[src/rtl/capture_controller.sv]
// Logic-analyzer capture controller: arms a prescaled sampler, waits for a masked
// trigger match, stores a post-trigger window into a circular sample buffer.
module capture_controller #(
  parameter int unsigned ADDR_W = 10,
  parameter int unsigned DATA_W = 8
) (
  input  logic              clk,
  input  logic              rst,
  input  logic              arm,
  input  logic              abort,
  input  logic [28:0]       cfg_factor,
  input  logic [ADDR_W-1:0] cfg_post,
  input  logic [DATA_W-1:0] trig_mask,
  input  logic [DATA_W-1:0] trig_value,
  input  logic [DATA_W-1:0] din,
  input  logic              ce,
  output logic [28:0]       presc_factor,
  output logic              presc_rst,
  output logic              wr_en,
  output logic [ADDR_W-1:0] wr_addr,
  output logic [DATA_W-1:0] wr_data,
  output logic [ADDR_W-1:0] trig_addr,
  output logic              busy,
  output logic              done
);

  localparam int unsigned FACT_W = 29;

  typedef enum logic [1:0] {
    S_IDLE  = 2'd0,
    S_ARMED = 2'd1,
    S_POST  = 2'd2,
    S_DONE  = 2'd3
  } state_t;

  state_t              r_state;
  state_t              w_next;
  logic                r_busy;
  logic                r_done;
  logic                w_busy_nxt;
  logic                w_done_nxt;
  logic                r_fin;
  logic [ADDR_W-1:0]   r_ptr;
  logic [ADDR_W-1:0]   r_left;
  logic [ADDR_W-1:0]   r_post;
  logic [FACT_W-1:0]   r_factor;
  logic                r_presc_rst;
  logic                r_wr_en;
  logic [ADDR_W-1:0]   r_wr_addr;
  logic [DATA_W-1:0]   r_wr_data;
  logic [ADDR_W-1:0]   r_trig_addr;

  logic w_active;
  logic w_arm_ok;
  logic w_sample;
  logic w_match;
  logic w_trig;
  logic w_last;

  // r_fin marks the one-cycle gap between the final sample and DONE, so done
  // trails the last write pulse; samples are ignored during that gap.
  assign w_active = (r_state == S_ARMED) || (r_state == S_POST);
  assign w_arm_ok = arm && !abort && ((r_state == S_IDLE) || (r_state == S_DONE));
  assign w_sample = ce && w_active && !r_fin && !abort;
  assign w_match  = ((din ^ trig_value) & trig_mask) == '0;
  assign w_trig   = w_sample && (r_state == S_ARMED) && w_match;
  assign w_last   = (w_trig && (r_post == '0)) ||
                    (w_sample && (r_state == S_POST) && (r_left == ADDR_W'(1)));

  // State register
  always_ff @(posedge clk) begin
    if (rst) begin
      r_state <= S_IDLE;
      r_busy  <= 1'b0;
      r_done  <= 1'b0;
    end else begin
      r_state <= w_next;
      r_busy  <= w_busy_nxt;
      r_done  <= w_done_nxt;
    end
  end

  // Next-state logic
  always_comb begin
    w_next = r_state;
    if (abort) begin
      w_next = S_IDLE;
    end else begin
      case (r_state)
        S_IDLE, S_DONE: if (arm) w_next = S_ARMED;
        S_ARMED: begin
          if (r_fin)                          w_next = S_DONE;
          else if (w_trig && (r_post != '0))  w_next = S_POST;
        end
        S_POST:  if (r_fin) w_next = S_DONE;
        default: w_next = S_IDLE;
      endcase
    end
  end

  // Status outputs follow the state being entered
  always_comb begin
    w_busy_nxt = 1'b0;
    w_done_nxt = 1'b0;
    case (w_next)
      S_ARMED, S_POST: w_busy_nxt = 1'b1;
      S_DONE:          w_done_nxt = 1'b1;
      default: ;
    endcase
  end

  // Capture datapath: pointer, write port, trigger address, prescaler config
  always_ff @(posedge clk) begin
    if (rst) begin
      r_fin       <= 1'b0;
      r_ptr       <= '0;
      r_left      <= '0;
      r_post      <= '0;
      r_factor    <= FACT_W'(1);
      r_presc_rst <= 1'b1;
      r_wr_en     <= 1'b0;
      r_wr_addr   <= '0;
      r_wr_data   <= '0;
      r_trig_addr <= '0;
    end else begin
      r_presc_rst <= w_arm_ok;
      r_wr_en     <= w_sample;
      r_fin       <= w_last;
      if (w_arm_ok) begin
        r_factor  <= (cfg_factor == '0) ? FACT_W'(1) : cfg_factor;
        r_post    <= cfg_post;
        r_ptr     <= '0;
        r_wr_addr <= '0;
      end
      if (w_sample) begin
        r_wr_data <= din;
        r_wr_addr <= r_ptr;
        r_ptr     <= r_ptr + ADDR_W'(1);
        if (w_trig) begin
          r_trig_addr <= r_ptr;
          r_left      <= r_post;
        end else if (r_state == S_POST) begin
          r_left <= r_left - ADDR_W'(1);
        end
      end
    end
  end

  assign presc_factor = r_factor;
  assign presc_rst    = r_presc_rst;
  assign wr_en        = r_wr_en;
  assign wr_addr      = r_wr_addr;
  assign wr_data      = r_wr_data;
  assign trig_addr    = r_trig_addr;
  assign busy         = r_busy;
  assign done         = r_done;

endmodule
[config.mk]
export PLATFORM = sky130hd
export DESIGN_NAME = capture_controller
export DESIGN_NICKNAME = d
export VERILOG_FILES = /design/src/rtl/capture_controller.sv
export SDC_FILE = /design/constraint.sdc
export NUM_CORES = 1
export LEC_CHECK = 0
export BUFFER_PORTS_ARGS = -buffer_cell sky130_fd_sc_hd__buf_4
export CORE_ASPECT_RATIO = 0.75
export CORE_MARGIN = 2
export CORE_UTILIZATION = 51
export DETAILED_ROUTE_END_ITERATION = 10
export HOLD_SLACK_MARGIN = 0.12
export PLACE_DENSITY = 0.86
export SLEW_MARGIN = 20
export SYNTH_ARGS = -nofsm -noshare
export SYNTH_HDL_FRONTEND = slang
export SYNTH_SLANG_ARGS = --single-unit
[constraint.sdc]
create_clock -name clk -period 6.7 [get_ports clk]
set_clock_uncertainty 0.1 [all_clocks]
set_input_delay 0.67 -clock clk [delete_from_list [all_inputs] [get_ports clk]]
set_output_delay 0.67 -clock clk [all_outputs]
set_load 0.005 [all_outputs]
# Word-level counts from Yosys, hierarchy flattened
# Cells that the tools add are included.
dict set report totals {
  ff_bits 94
  input_bits 68
  word_cells 65
}
dict set report classes {
  addsub 2
  n_eq_ne 7
  mux 14
  bitwise 2
  n_reduce_logical 27
}
# cell n
set op_table {}
lappend op_table {{$mux W10} 5}
lappend op_table {{$logic_not A29 Y1} 1}
lappend op_table {{$mux W29} 1}
lappend op_table {{$logic_and A1 B1 Y1} 11}
lappend op_table {{$add A10 B1 Y10 const B} 1}
lappend op_table {{$eq A10 B1 Y1 const B} 1}
lappend op_table {{$logic_not A10 Y1} 1}
lappend op_table {{$mux W2} 5}
lappend op_table {{$reduce_bool A10 Y1} 1}
lappend op_table {{$sub A10 B1 Y10 const B} 1}
lappend op_table {{$and A8 B8 Y8} 1}
lappend op_table {{$eq A2 B2 Y1 const B} 4}
lappend op_table {{$logic_not A8 Y1} 1}
lappend op_table {{$xor A8 B8 Y8} 1}
lappend op_table {{$pmux W2 S3} 1}
lappend op_table {{$eq A2 B1 Y1 const B} 2}
lappend op_table {{$reduce_and A2 Y1} 2}
lappend op_table {{$reduce_bool A2 Y1} 2}
lappend op_table {{$reduce_or A2 Y1} 2}
lappend op_table {{$logic_or A1 B1 Y1} 3}
lappend op_table {{$logic_not A1 Y1} 2}
lappend op_table {{$logic_not A2 Y1} 1}
lappend op_table {{$mux W1} 2}

# Depth between registers and ports, before layout
# Gate-level depths: netlist of run 1.
dict set report logic_depth {
  ltp_word 15
  depth_mapped 10
  mapped_depth_nobuf 9
}

# Worst setup path after synthesis of run 1
# OpenSTA, ideal clock, no wires.
dict set report synth_timing {
  path_kind {reg-to-reg}
  from {register r_state[0]}
  to {register r_busy, in the netlist busy}
  setup_ns 0.126
  t_arrival_ns 2.380
  required_time_ns 6.474
  slack_ns 4.094
  stages_incl_launch_ff 10
  period_less_slack_ns 2.606
  cell_sequence {dfxtp_1 -> inv_1 -> ha_1 -> buf_6 -> or4b_4 -> a211oi_2 -> nand4_1 -> o31a_1 -> ha_1 -> nor2b_1}
}
dict set report synth_via {
  elab_chain_cells 15
  word_cells_on_any_way 22
  cone_classes {eq/ne (5); mux (7); reduce/logical (10)}
}
# item line_no
set synth_rtl {}
lappend synth_rtl {{start, declared} 36} ;# state_t r_state;
lappend synth_rtl {{start signal, assigned} 77} ;# r_state <= w_next;
lappend synth_rtl {{$eq A2 B1 Y1 or $eq A2 B2 Y1 (tied branches)} {62, 66, 89}}
lappend synth_rtl {{$logic_or A1 B1 Y1} 62} ;# assign w_active = (r_state == S_ARMED) || (r_state == S_POST);
lappend synth_rtl {{$logic_and A1 B1 Y1 (3 in series)} 64} ;# assign w_sample = ce && w_active && !r_fin && !abort;
lappend synth_rtl {{$logic_and A1 B1 Y1 (2 in series)} 66} ;# assign w_trig = w_sample && (r_state == S_ARMED) && w_match;
lappend synth_rtl {{$logic_and A1 B1 Y1} 93} ;# else if (w_trig && (r_post != '0)) w_next = S_POST;
lappend synth_rtl {{$mux W2} 93}
lappend synth_rtl {{$mux W2} 92} ;# if (r_fin) w_next = S_DONE;
lappend synth_rtl {{$pmux W2 S3 (*)} 89} ;# case (r_state)
lappend synth_rtl {{$mux W2 (*)} 86} ;# if (abort) begin
lappend synth_rtl {{named net w_next[0]} 37} ;# state_t w_next;
lappend synth_rtl {{$eq A2 B1 Y1 or $eq A2 B2 Y1 (tied branches)} 105} ;# case (w_next)
lappend synth_rtl {{$reduce_or A2 Y1 (*)} 105}
lappend synth_rtl {{$mux W1 (*)} 105}
lappend synth_rtl {{named net w_busy_nxt} 40} ;# logic w_busy_nxt;
lappend synth_rtl {{end signal, assigned} 78} ;# r_busy <= w_busy_nxt;
lappend synth_rtl {{end, declared} 38} ;# logic r_busy;
# The timed path passes the listed nets; every way through them passes the cells marked *.
# A chain may end at the register's enable or synchronous reset.

# Worst setup path in the final report of run 1
# Same ends and word-level chain as after synthesis.

==> results of run 1 <==
[power breakdown]
group	leakage [uW]	switching (uW)	internal [uW]
Combinational	0.00123	64.6	60.6
Clock	0.0000833	198	138
Sequential	0.000762	9.48	574
Total	0.00208	272	772
[sequential cells by signal, summed over array words and instances (netlist names)]
register      count
r_fin             1
wr_data           8
presc_rst         1
r_ptr            10
wr_addr          10
trig_addr        10
presc_factor     29
done              1
r_post           10
wr_en             1
r_left           10
r_state           2
busy              1
[cell families (layout without fill, tap and decap cells)]
group / after synthesis / count (layout) / synth area share [%]
compound gates: 109 / 109 / 17.8
xor+xnor: 17 / 17 / 3.79
buf+inv: 39 / 156 / 4.26
fa+ha+maj: 7 / 7 / 2.23
simple gates: 210 / 210 / 23.8
mux: 1 / 1 / 0.255
flops: 94 / 94 / 47.9
[area by class of cell]
type | count | share of cell area [%]
clock buffers | 10 | 2.50
clock inverters | 6 | 0.909
inverters | 8 | 0.589
multi-input cells | 344 | 37.1
flip-flops and latches | 94 | 36.9
well taps | 101 | 2.48
repair buffers | 132 | 19.4
[through the flow]
step	std cells	total power (uW)	area (um^2)	utilization, %	worst slack, ns
3_5_place_dp	679	721	4920	66.5	3.45
3_3_place_gp	679	717	4920	66.5	3.59
2_1_floorplan	477	654	3930	-	4.09
4_1_cts	695	1050	5090	68.9	3.42
5_1_grt	695	1090	5090	68.9	3.21
6_report	695	1040	5090	68.9	3.42
[final timing paths]
kind | startpoint | to | depth (start not counted)
worst min-delay path | presc_factor[20] | presc_factor[20] | 2
worst min register to register | presc_factor[20] | presc_factor[20] | 2
worst max register to register | r_state[0] | busy | 9
worst max-delay path | r_state[0] | busy | 9
[tightest hold or removal path: stages, from the launching register on]
cell	delay, ns
sky130_fd_sc_hd__dfxtp_1	0.32
sky130_fd_sc_hd__nand2_1	0.05
sky130_fd_sc_hd__a21oi_1	0.05
[cell usage in the layout (no fill, tap or decap), types with 3 or more instances in the layout]
master,netlist,layout
sky130_fd_sc_hd__buf_4,1,132
sky130_fd_sc_hd__nand2_1,125,125
sky130_fd_sc_hd__dfxtp_1,94,94
sky130_fd_sc_hd__a21oi_1,65,65
sky130_fd_sc_hd__nor2_1,38,38
sky130_fd_sc_hd__xor2_1,13,13
sky130_fd_sc_hd__a22oi_1,13,13
sky130_fd_sc_hd__nor4_1,12,12
sky130_fd_sc_hd__a211oi_2,10,10
sky130_fd_sc_hd__clkbuf_8,0,9
sky130_fd_sc_hd__inv_1,8,8
sky130_fd_sc_hd__o21ai_0,7,7
sky130_fd_sc_hd__ha_1,7,7
sky130_fd_sc_hd__nand4_1,6,6
sky130_fd_sc_hd__or4_1,4,4
sky130_fd_sc_hd__nand3_1,4,4
sky130_fd_sc_hd__a311oi_1,4,4
sky130_fd_sc_hd__xnor2_1,4,4
sky130_fd_sc_hd__nor2b_1,3,3
sky130_fd_sc_hd__and3_1,3,3
[routing by layer]
layer  track usage [%]  up-vias
met2              38.3      116
met3              6.37       15
met1              30.0     1737
li1                  -     1861
met5                 0        -
met4              6.67        0
==> reports/summary.md, run 1 <==
## Yosys
- **cell types with the largest area share after synthesis** sky130_fd_sc_hd__dfxtp_1, sky130_fd_sc_hd__nand2_1, sky130_fd_sc_hd__a21oi_1, sky130_fd_sc_hd__nor2_1, sky130_fd_sc_hd__a211oi_2
- **most common library cells after synthesis** sky130_fd_sc_hd__nand2_1, sky130_fd_sc_hd__dfxtp_1, sky130_fd_sc_hd__a21oi_1, sky130_fd_sc_hd__nor2_1, sky130_fd_sc_hd__clkbuf_1
- **average cell area after synthesis** 8.24 um^2
- **synthesized flop and latch total** 94
- **share of the yosys chip area belonging to registers** 47.9%
- **most frequent cell after synthesis** sky130_fd_sc_hd__nand2_1
- **Async SR Flop Fraction** 0%
- **Synth Warn #** 0
- **area of the mapped netlist** 3930 um^2
- **top cell type by total area after synthesis** sky130_fd_sc_hd__dfxtp_1
- **number of flops mapped to enable cells by yosys** 0
- **Most used DFF post-synth** sky130_fd_sc_hd__dfxtp_1
- **Unique masters post-synth** 43
- **Mapped Cells** 477
- **fraction of synthesized cell area taken by the top area cell type** 47.9%
- **Synthesized Nets** 552

## CTS
- **CTS sink cnt** 94
- **maximum level of the CTS H-tree** 3
- **number of gates given a new drive strength after cts** 0
- **buffer cell driving the clock tree root** sky130_fd_sc_hd__clkbuf_8
- **number of buffers added by the clock tree synthesis step** 9
- **hold buffer count at CTS** 0
- **Max clock buf depth** 2
- **clock network latency to the later pin of the worst-skew pair** 0.36 ns
- **clock tree from TritonCTS** done
- **CTS clk-pin slew, worst paths** 0.10 ns
- **Post CTS Setup Buffer Count** 0

## Worst setup path
- **highest cell delay on the worst timing path** 0.70 ns
- **nature of the critical path endpoint** register
- **buffer and inverter count on the worst path** 2
- **crit path DAT** 3.39 ns
- **cell repeated most along the worst path** sky130_fd_sc_hd__ha_1
- **startpoint class of the critical path** register
- **cell family contributing the most delay on the critical path** simple AND/OR/NAND/NOR gates
- **flop-to-flop setup slack** 3.42 ns
- **classification of the worst setup path** register to register
- **Critical Path Slowest Stage Cell** sky130_fd_sc_hd__or4b_4
- **cells traversed along the worst timing path** inv_1 > ha_1 > or4b_4 > a211oi_2 > nand4_1 > buf_4 > o31a_1 > ha_1 > nor2b_1
- **worst endpoint required time** 6.81 ns
- **crit-path max FO** 30

## Drt
- **routed metal-1 wire length** 4380 um
- **met3 layer wire length in the routed design** 542 um
- **count of routing violations after the opening detailed-route iteration** 242
- **drt first pass iters** 7
- **Routed wire per std cell** 14.2 um
- **DRC violation count after routing** 0
- **count of nets left with antenna violations after detail routing** 0
- **via density per instance** 5.37
- **total vias in the final route** 3,729
- **highest metal layer with signal wires** met4
- **drt total wl** 9870 um
- **wire length on met2** 4800 um

## Power
- **Max VDD drop** 0.000140 V
- **power per standard cell area** 205 nW/um^2
- **leakage power summed over all cells** 0.00208 uW

## Floorplan
- **I/O pin total** 129
- **row cnt** 27
- **starting utilization of the core area** 53.2%
- **floorplan die area** 8440 um^2
- **total core area** 7400 um^2
- **Horiz. Die Dim** 105 um
- **vertical extent of the die** 80.0 um

## Timing
- **Setup Total Neg Slack** 0 ns
- **Fmax achieved** 0.305 GHz
- **crit path time final** 3.28 ns
- **final worst hold slack** 0.360 ns
- **final number of max-transition violations** 0
- **headroom to the max-slew limit** 27.4%
- **unrepaired setup endpoints after global routing** no
- **final number of setup-violating endpoints** 0
- **post-route fraction of the period consumed by the critical path** 48.9%
- **final hold violations** 0
- **slew of the pin with the lowest slew margin** 1.08 ns

## Global route
- **total congestion overflow after global routing** 0
- **GR Util All Layers** 23.2%
- **antenna violations before repair** 0
- **maximum number of pins on one net before global-route repair** 95
- **first-pass GRT wire length** 16,000 um
- **number of global-route vias before repair** 3,518

## Cells and area
- **area used by sequential logic in the layout** 1880 um^2
- **P&R area growth vs syn** 29.6%
- **antenna cells** 0
- **# nets final** 664
- **ratio of cells with drive above 1 in the final layout** 27.1%
- **multi-input logic area** 1890 um^2
- **Filler Cell Count** 611

## Place
- **quantity of I/O buffers inserted on ports** 128
- **detailed-placement wirelength estimate** 6960 um
- **last weighted congestion value of the routability-driven placer** 0.836

## Outcome
- **result of the run** completed

## Run
- **max-cap check violation count** 0

## Min path
- **class of the tightest hold or removal check** register to register

Note: power is estimated with default switching activity, not from simulation.
==> run 2: changes to the inputs <==
CORE_UTILIZATION = 50   (was 51)
PLACE_DENSITY = 0.85   (was 0.86)
clock period = 3.25 ns   (was 6.7 ns; I/O delays follow)
==> run 2 against run 1 <==
Against the previous run:
- sequential share of layout area decreased by 3.1 points
- clock-buffer cell count unchanged
- non-clock buffer count increased by 46
- global-route usage increased by 3.6 points
- maximum frequency increased by 14%
- critical path depth decreased by 1
- flip-flop and latch count unchanged
- core utilization increased by 5.7 points
- total power increased by 120%
==> reports/summary.md, run 2 (synthesized netlist as in run 1, its figures left out) <==
## Worst setup path
- **crit path DAT** 3.00 ns, -0.39 ns
- **startpoint class of the critical path** register
- **worst endpoint required time** 3.38 ns, -3.43 ns
- **classification of the worst setup path** register to register
- **nature of the critical path endpoint** register
- **crit-path max FO** 20, -33%

## Global route
- **number of global-route vias before repair** 3,997, +14%
- **total congestion overflow after global routing** 0, unchanged
- **antenna violations before repair** 0, unchanged
- **maximum number of pins on one net before global-route repair** 95, unchanged
- **first-pass GRT wire length** 18,400 um, +15%
- **GR Util All Layers** 26.9%, +3.6 points

## CTS
- **Post CTS Setup Buffer Count** 0, unchanged
- **CTS sink cnt** 94, unchanged
- **clock tree from TritonCTS** done
- **hold buffer count at CTS** 45, +45
- **clock network latency to the later pin of the worst-skew pair** 0.36 ns, about the same
- **number of gates given a new drive strength after cts** 0, unchanged
- **number of buffers added by the clock tree synthesis step** 9, unchanged
- **maximum level of the CTS H-tree** 3, unchanged
- **CTS clk-pin slew, worst paths** 0.10 ns, about the same
- **Max clock buf depth** 2, unchanged
- **buffer cell driving the clock tree root** sky130_fd_sc_hd__clkbuf_8

## Timing
- **final number of max-transition violations** 0, unchanged
- **final hold violations** 0, unchanged
- **headroom to the max-slew limit** 33.0%, +5.6 points
- **Setup Total Neg Slack** 0 ns, unchanged
- **unrepaired setup endpoints after global routing** no
- **slew of the pin with the lowest slew margin** 1.00 ns, -0.0835 ns
- **final worst hold slack** 0.135 ns, -0.225 ns
- **post-route fraction of the period consumed by the critical path** 88.5%, +40 points
- **final number of setup-violating endpoints** 0, unchanged
- **crit path time final** 2.88 ns, -0.401 ns
- **Fmax achieved** 0.347 GHz, +14%

## Power
- **Internal** 1650 uW, +110%
- **part of the power in registers** 53.5%, -2.4 points
- **power per standard cell area** 404 nW/um^2, +97%
- **leakage power summed over all cells** 0.00228 uW, +9.8%
- **clock network fraction of total power** 32.6%, +0.4 points
- **sw frac** 26.4%, +0.37 points
- **combinational group share of total power** 13.9%, +1.9 points
- **Max VDD drop** 0.000276 V, +98%
- **net load switching power** 595 uW, +120%

## Cells and area
- **Final Cell Area** 5570 um^2, +9.3%
- **area used by sequential logic in the layout** 1880 um^2, unchanged
- **max reg flops** 29, unchanged
- **leading cell types in the layout, fill and taps excluded** sky130_fd_sc_hd__buf_4, sky130_fd_sc_hd__nand2_1, sky130_fd_sc_hd__dfxtp_1
- **post-layout utilization of the core** 74.6%, +5.7 points
- **# nets final** 710, +6.9%
- **most common cell after layout, fill and taps aside** sky130_fd_sc_hd__buf_4
- **multi-input logic area** 1890 um^2, unchanged
- **Filler Cell Count** 504, -18%
- **antenna cells** 0, unchanged
- **ratio of cells with drive above 1 in the final layout** 25.5%, -1.6 points
- **P&R area growth vs syn** 41.6%

## Drt
- **Routed wire per std cell** 15.5 um, +8.9%
- **DRC violation count after routing** 0, unchanged
- **total vias in the final route** 4,071, +9.2%
- **drt first pass iters** 5, -2
- **via density per instance** 5.49, +2.4%
- **drt total wl** 11,500 um, +16%
- **count of routing violations after the opening detailed-route iteration** 209, -14%
- **count of nets left with antenna violations after detail routing** 0, unchanged

## Floorplan
- **vertical extent of the die** 80.8 um, +0.95%
- **Horiz. Die Dim** 106 um, +0.96%
- **floorplan die area** 8600 um^2, +1.9%
- **total core area** 7470 um^2, +0.91%
- **row cnt** 27, unchanged
- **I/O pin total** 129, unchanged
- **starting utilization of the core area** 52.7%, -0.48 points

## Place
- **detailed-placement wirelength estimate** 7190 um, +3.3%
- **last weighted congestion value of the routability-driven placer** 0.854, +2.2%
- **placed cell areas** 4930 um^2, +0.15%
- **quantity of I/O buffers inserted on ports** 128, unchanged

## Min path
- **class of the tightest hold or removal check** primary input to register

## Run
- **max-cap check violation count** 0, unchanged

## Outcome
- **result of the run** completed

==> run 2: path summary, 6_finish.rpt <==
| path | cells past startpoint | slack, ns | end | from |
|---|---|---|---|---|
| max | 8 | 0.37 | busy | r_state[0] |
| min | 3 | 0.14 | wr_data[6] | din[6] |
| max reg2reg | 8 | 0.37 | busy | r_state[0] |
| min reg2reg | 2 | 0.36 | trig_addr[4] | trig_addr[4] |
==> run 2: final cells by class <==
| type | instances | share of cell area [%] |
|---|---|---|
| flip-flops and latches | 94 | 33.8 |
| repair buffers | 178 | 26.0 |
| well taps | 101 | 2.27 |
| multi-input cells | 344 | 34.0 |
| clock buffers | 10 | 2.47 |
| clock inverters | 6 | 0.921 |
| inverters | 8 | 0.539 |
==> run 2: metrics by stage <==
| stage | setup WS (ns) | power, uW | cells |
|---|---|---|---|
| floorplan | 0.644 | 1350 | 477 |
| global placement | 0.542 | 1480 | 680 |
| detailed placement | 0.394 | 1490 | 680 |
| CTS | 0.390 | 2250 | 741 |
| global route | 0.224 | 2330 | 741 |
| finish | 0.372 | 2250 | 741 |
==> run 2: per-layer routing <==
layer / GRT usage, % / up-vias / part of all wire [%]
li1: - / 1957 / -
met3: 6.50 / 29 / 6.2
met1: 31.8 / 1921 / 41
met5: 0 / - / 0
met2: 47.0 / 164 / 50
met4: 11.8 / 0 / 2.7
==> run 2: critical path, cell delays in order (launching register included) <==
cell,delay [ns]
sky130_fd_sc_hd__dfxtp_1,0.38
sky130_fd_sc_hd__inv_1,0.08
sky130_fd_sc_hd__ha_1,0.32
sky130_fd_sc_hd__or4b_4,0.67
sky130_fd_sc_hd__a211oi_2,0.30
sky130_fd_sc_hd__nand4_1,0.18
sky130_fd_sc_hd__o31a_1,0.31
sky130_fd_sc_hd__ha_1,0.29
sky130_fd_sc_hd__nor2b_1,0.12
==> run 2: power by group through the flow <==
stage / registers, uW / logic [uW] / clock network, uW
after detailed placement: 1230 / 260 / 0
after global routing: 1210 / 339 / 785
after floorplan: 1230 / 121 / 0
final: 1200 / 313 / 733
after global placement: 1230 / 253 / 0
after CTS: 1200 / 304 / 747
==> run 3: changes to the inputs <==
CELL_PAD_IN_SITES_DETAIL_PLACEMENT = 2   (was default)
CELL_PAD_IN_SITES_GLOBAL_PLACEMENT = 2   (was default)
CORE_UTILIZATION = 29   (was 50)
CTS_BUF_LIST = sky130_fd_sc_hd__clkbuf_4 sky130_fd_sc_hd__clkbuf_8   (was default)
PLACE_DENSITY = 0.87   (was 0.85)
REMOVE_ABC_BUFFERS = 1   (was default)
==> run 3 against run 2 <==
Against the previous run:
- routed wire length grew 49%
- worst setup slack got worse by 0.26 ns
- sequential power hardly changed
- first-iteration DRC count is 19% higher
- sequential share of layout area decreased by 0.49 points
- combinational power is 8.3% higher
- register-to-register slack worse by 0.26 ns
- core utilization is 31 points lower
- largest power group unchanged
==> reports/summary.md, run 3 (synthesized netlist as in run 1, its figures left out) <==
## Outcome
- **result of the run** completed

## Global route
- **total congestion overflow after global routing** 0, unchanged
- **antenna violations before repair** 0, unchanged
- **GR Util All Layers** 23.4%, -3.5 points
- **first-pass GRT wire length** 26,600 um, +45%
- **maximum number of pins on one net before global-route repair** 95, unchanged
- **number of global-route vias before repair** 4,729, +18%

## Worst setup path
- **nature of the critical path endpoint** register
- **worst endpoint required time** 3.38 ns, about the same
- **startpoint class of the critical path** register
- **flop-to-flop setup slack** 0.11 ns, -0.26 ns
- **crit-path max FO** 20, unchanged
- **classification of the worst setup path** register to register
- **startpoint of the worst register-to-register path** r_state[0]
- **number of cell instances on the worst register-to-register path** 9, +1
- **crit path DAT** 3.27 ns, +0.27 ns
- **launching instance or port of the critical path** r_state[0]

## Timing
- **Fmax achieved** 0.319 GHz, -8.2%
- **post-route fraction of the period consumed by the critical path** 96.5%, +7.9 points
- **Setup Total Neg Slack** 0 ns, unchanged
- **slew of the pin with the lowest slew margin** 1.09 ns, +0.0908 ns
- **final hold violations** 0, unchanged
- **crit path time final** 3.14 ns, +0.258 ns
- **final number of setup-violating endpoints** 0, unchanged
- **final number of max-transition violations** 0, unchanged
- **unrepaired setup endpoints after global routing** no
- **headroom to the max-slew limit** 27.2%, -5.8 points

## Drt
- **count of nets left with antenna violations after detail routing** 0, unchanged
- **drt first pass iters** 5, unchanged
- **total vias in the final route** 4,253, +4.5%
- **DRC violation count after routing** 0, unchanged
- **via density per instance** 5.24, -4.5%
- **drt total wl** 17,100 um, +49%
- **Routed wire per std cell** 21.1 um, +36%
- **count of routing violations after the opening detailed-route iteration** 248, +19%

## Power
- **leakage power summed over all cells** 0.00228 uW, -0.25%
- **power per standard cell area** 400 nW/um^2, -0.97%
- **Max VDD drop** 0.000252 V, -8.7%
- **overall power consumption** 2260 uW, +0.50%

## Floorplan
- **I/O pin total** 129, unchanged
- **total core area** 13,100 um^2, +76%
- **floorplan die area** 14,500 um^2, +69%
- **Horiz. Die Dim** 138 um, +30%
- **row cnt** 36, +33%
- **starting utilization of the core area** 30.0%, -23 points
- **vertical extent of the die** 105 um, +30%

## Cells and area
- **antenna cells** 0, unchanged
- **ratio of cells with drive above 1 in the final layout** 25.5%, unchanged
- **most common cell after layout, fill and taps aside** sky130_fd_sc_hd__buf_4
- **# nets final** 711, +0.14%
- **max reg flops** 29, unchanged
- **P&R area growth vs syn** 43.7%
- **leading cell types in the layout, fill and taps excluded** sky130_fd_sc_hd__buf_4, sky130_fd_sc_hd__nand2_1, sky130_fd_sc_hd__dfxtp_1

## Min path
- **class of the tightest hold or removal check** primary input to register
- **Cells on Worst Hold Path** 3, unchanged
- **launch point of the worst hold path** din[3]

## Place
- **detailed-placement wirelength estimate** 10,000 um, +39%
- **quantity of I/O buffers inserted on ports** 128, unchanged
- **last weighted congestion value of the routability-driven placer** 0.775, -9.3%

## CTS
- **CTS clk-pin slew, worst paths** 0.09 ns, about the same
- **CTS sink cnt** 94, unchanged
- **maximum level of the CTS H-tree** 3, unchanged
- **buffer cell driving the clock tree root** sky130_fd_sc_hd__clkbuf_8
- **clock tree from TritonCTS** done
- **number of buffers added by the clock tree synthesis step** 9, unchanged
- **clock network latency to the later pin of the worst-skew pair** 0.38 ns, +0.02 ns
- **Post CTS Setup Buffer Count** 0, unchanged
- **Max clock buf depth** 2, unchanged

## Run
- **max-cap check violation count** 0, unchanged

==> run 3: cell type report <==
type	instances	area (um^2)
multi-input cells	344	1900
clock inverters	5	37.5
well taps	171	214
fillers	1453	7460
inverters	8	30.0
flip-flops and latches	94	1880
clock buffers	10	131
repair buffers	179	1460
==> run 3: worst max-delay path: stages, from the launching register on <==
cell and delay (ns):
sky130_fd_sc_hd__dfxtp_1 0.39, sky130_fd_sc_hd__inv_1 0.11, sky130_fd_sc_hd__ha_1 0.35, sky130_fd_sc_hd__or4b_4 0.66
sky130_fd_sc_hd__a211oi_4 0.32, sky130_fd_sc_hd__nand3_1 0.11, sky130_fd_sc_hd__o31a_1 0.28, sky130_fd_sc_hd__nor2_1 0.23
sky130_fd_sc_hd__ha_1 0.29, sky130_fd_sc_hd__nor2b_1 0.14
==> run 3: report_power, final <==
part	internal (uW)	switching [uW]	leakage, uW
logic	163	175	0.00143
registers	1180	22.7	0.000762
clock network	284	432	0.0000818
total	1630	630	0.00228
==> run 3: repair_timing <==
action,in CTS,in global routing
gates resized for setup,0,1
hold buffers,45,0
endpoints found under the setup margin,0,1
hold endpoints to repair,45,0
==> run 3: final timing paths <==
| path | to |
|---|---|
| min | wr_data[3] |
| min reg2reg | presc_factor[25] |
| max reg2reg | busy |
| max | busy |
==> run 3: per-stage QoR <==
stage	setup WS [ns]	hold WS (ns)	area (um^2)	util (%)	std cells
after floorplan	-0.435	0.290	3790	-	446
after global placement	0.504	0.342	5020	38.3	751
after detailed placement	0.277	0.349	5020	38.3	751
after CTS	0.110	0.142	5640	43.1	811
after global routing	0.0118	0.142	5650	43.1	811
final	0.114	0.123	5650	43.1	811
==> run 3: routing by layer <==
layer	share of wire [%]	global-route usage (%)	wire length, um	vias to the layer above
met3	4.5	6.37	771	48
met5	0	0	0	-
li1	-	-	-	1950
met4	3.9	10.2	665	0
met2	52	42.7	8830	116
met1	40	25.5	6830	2139
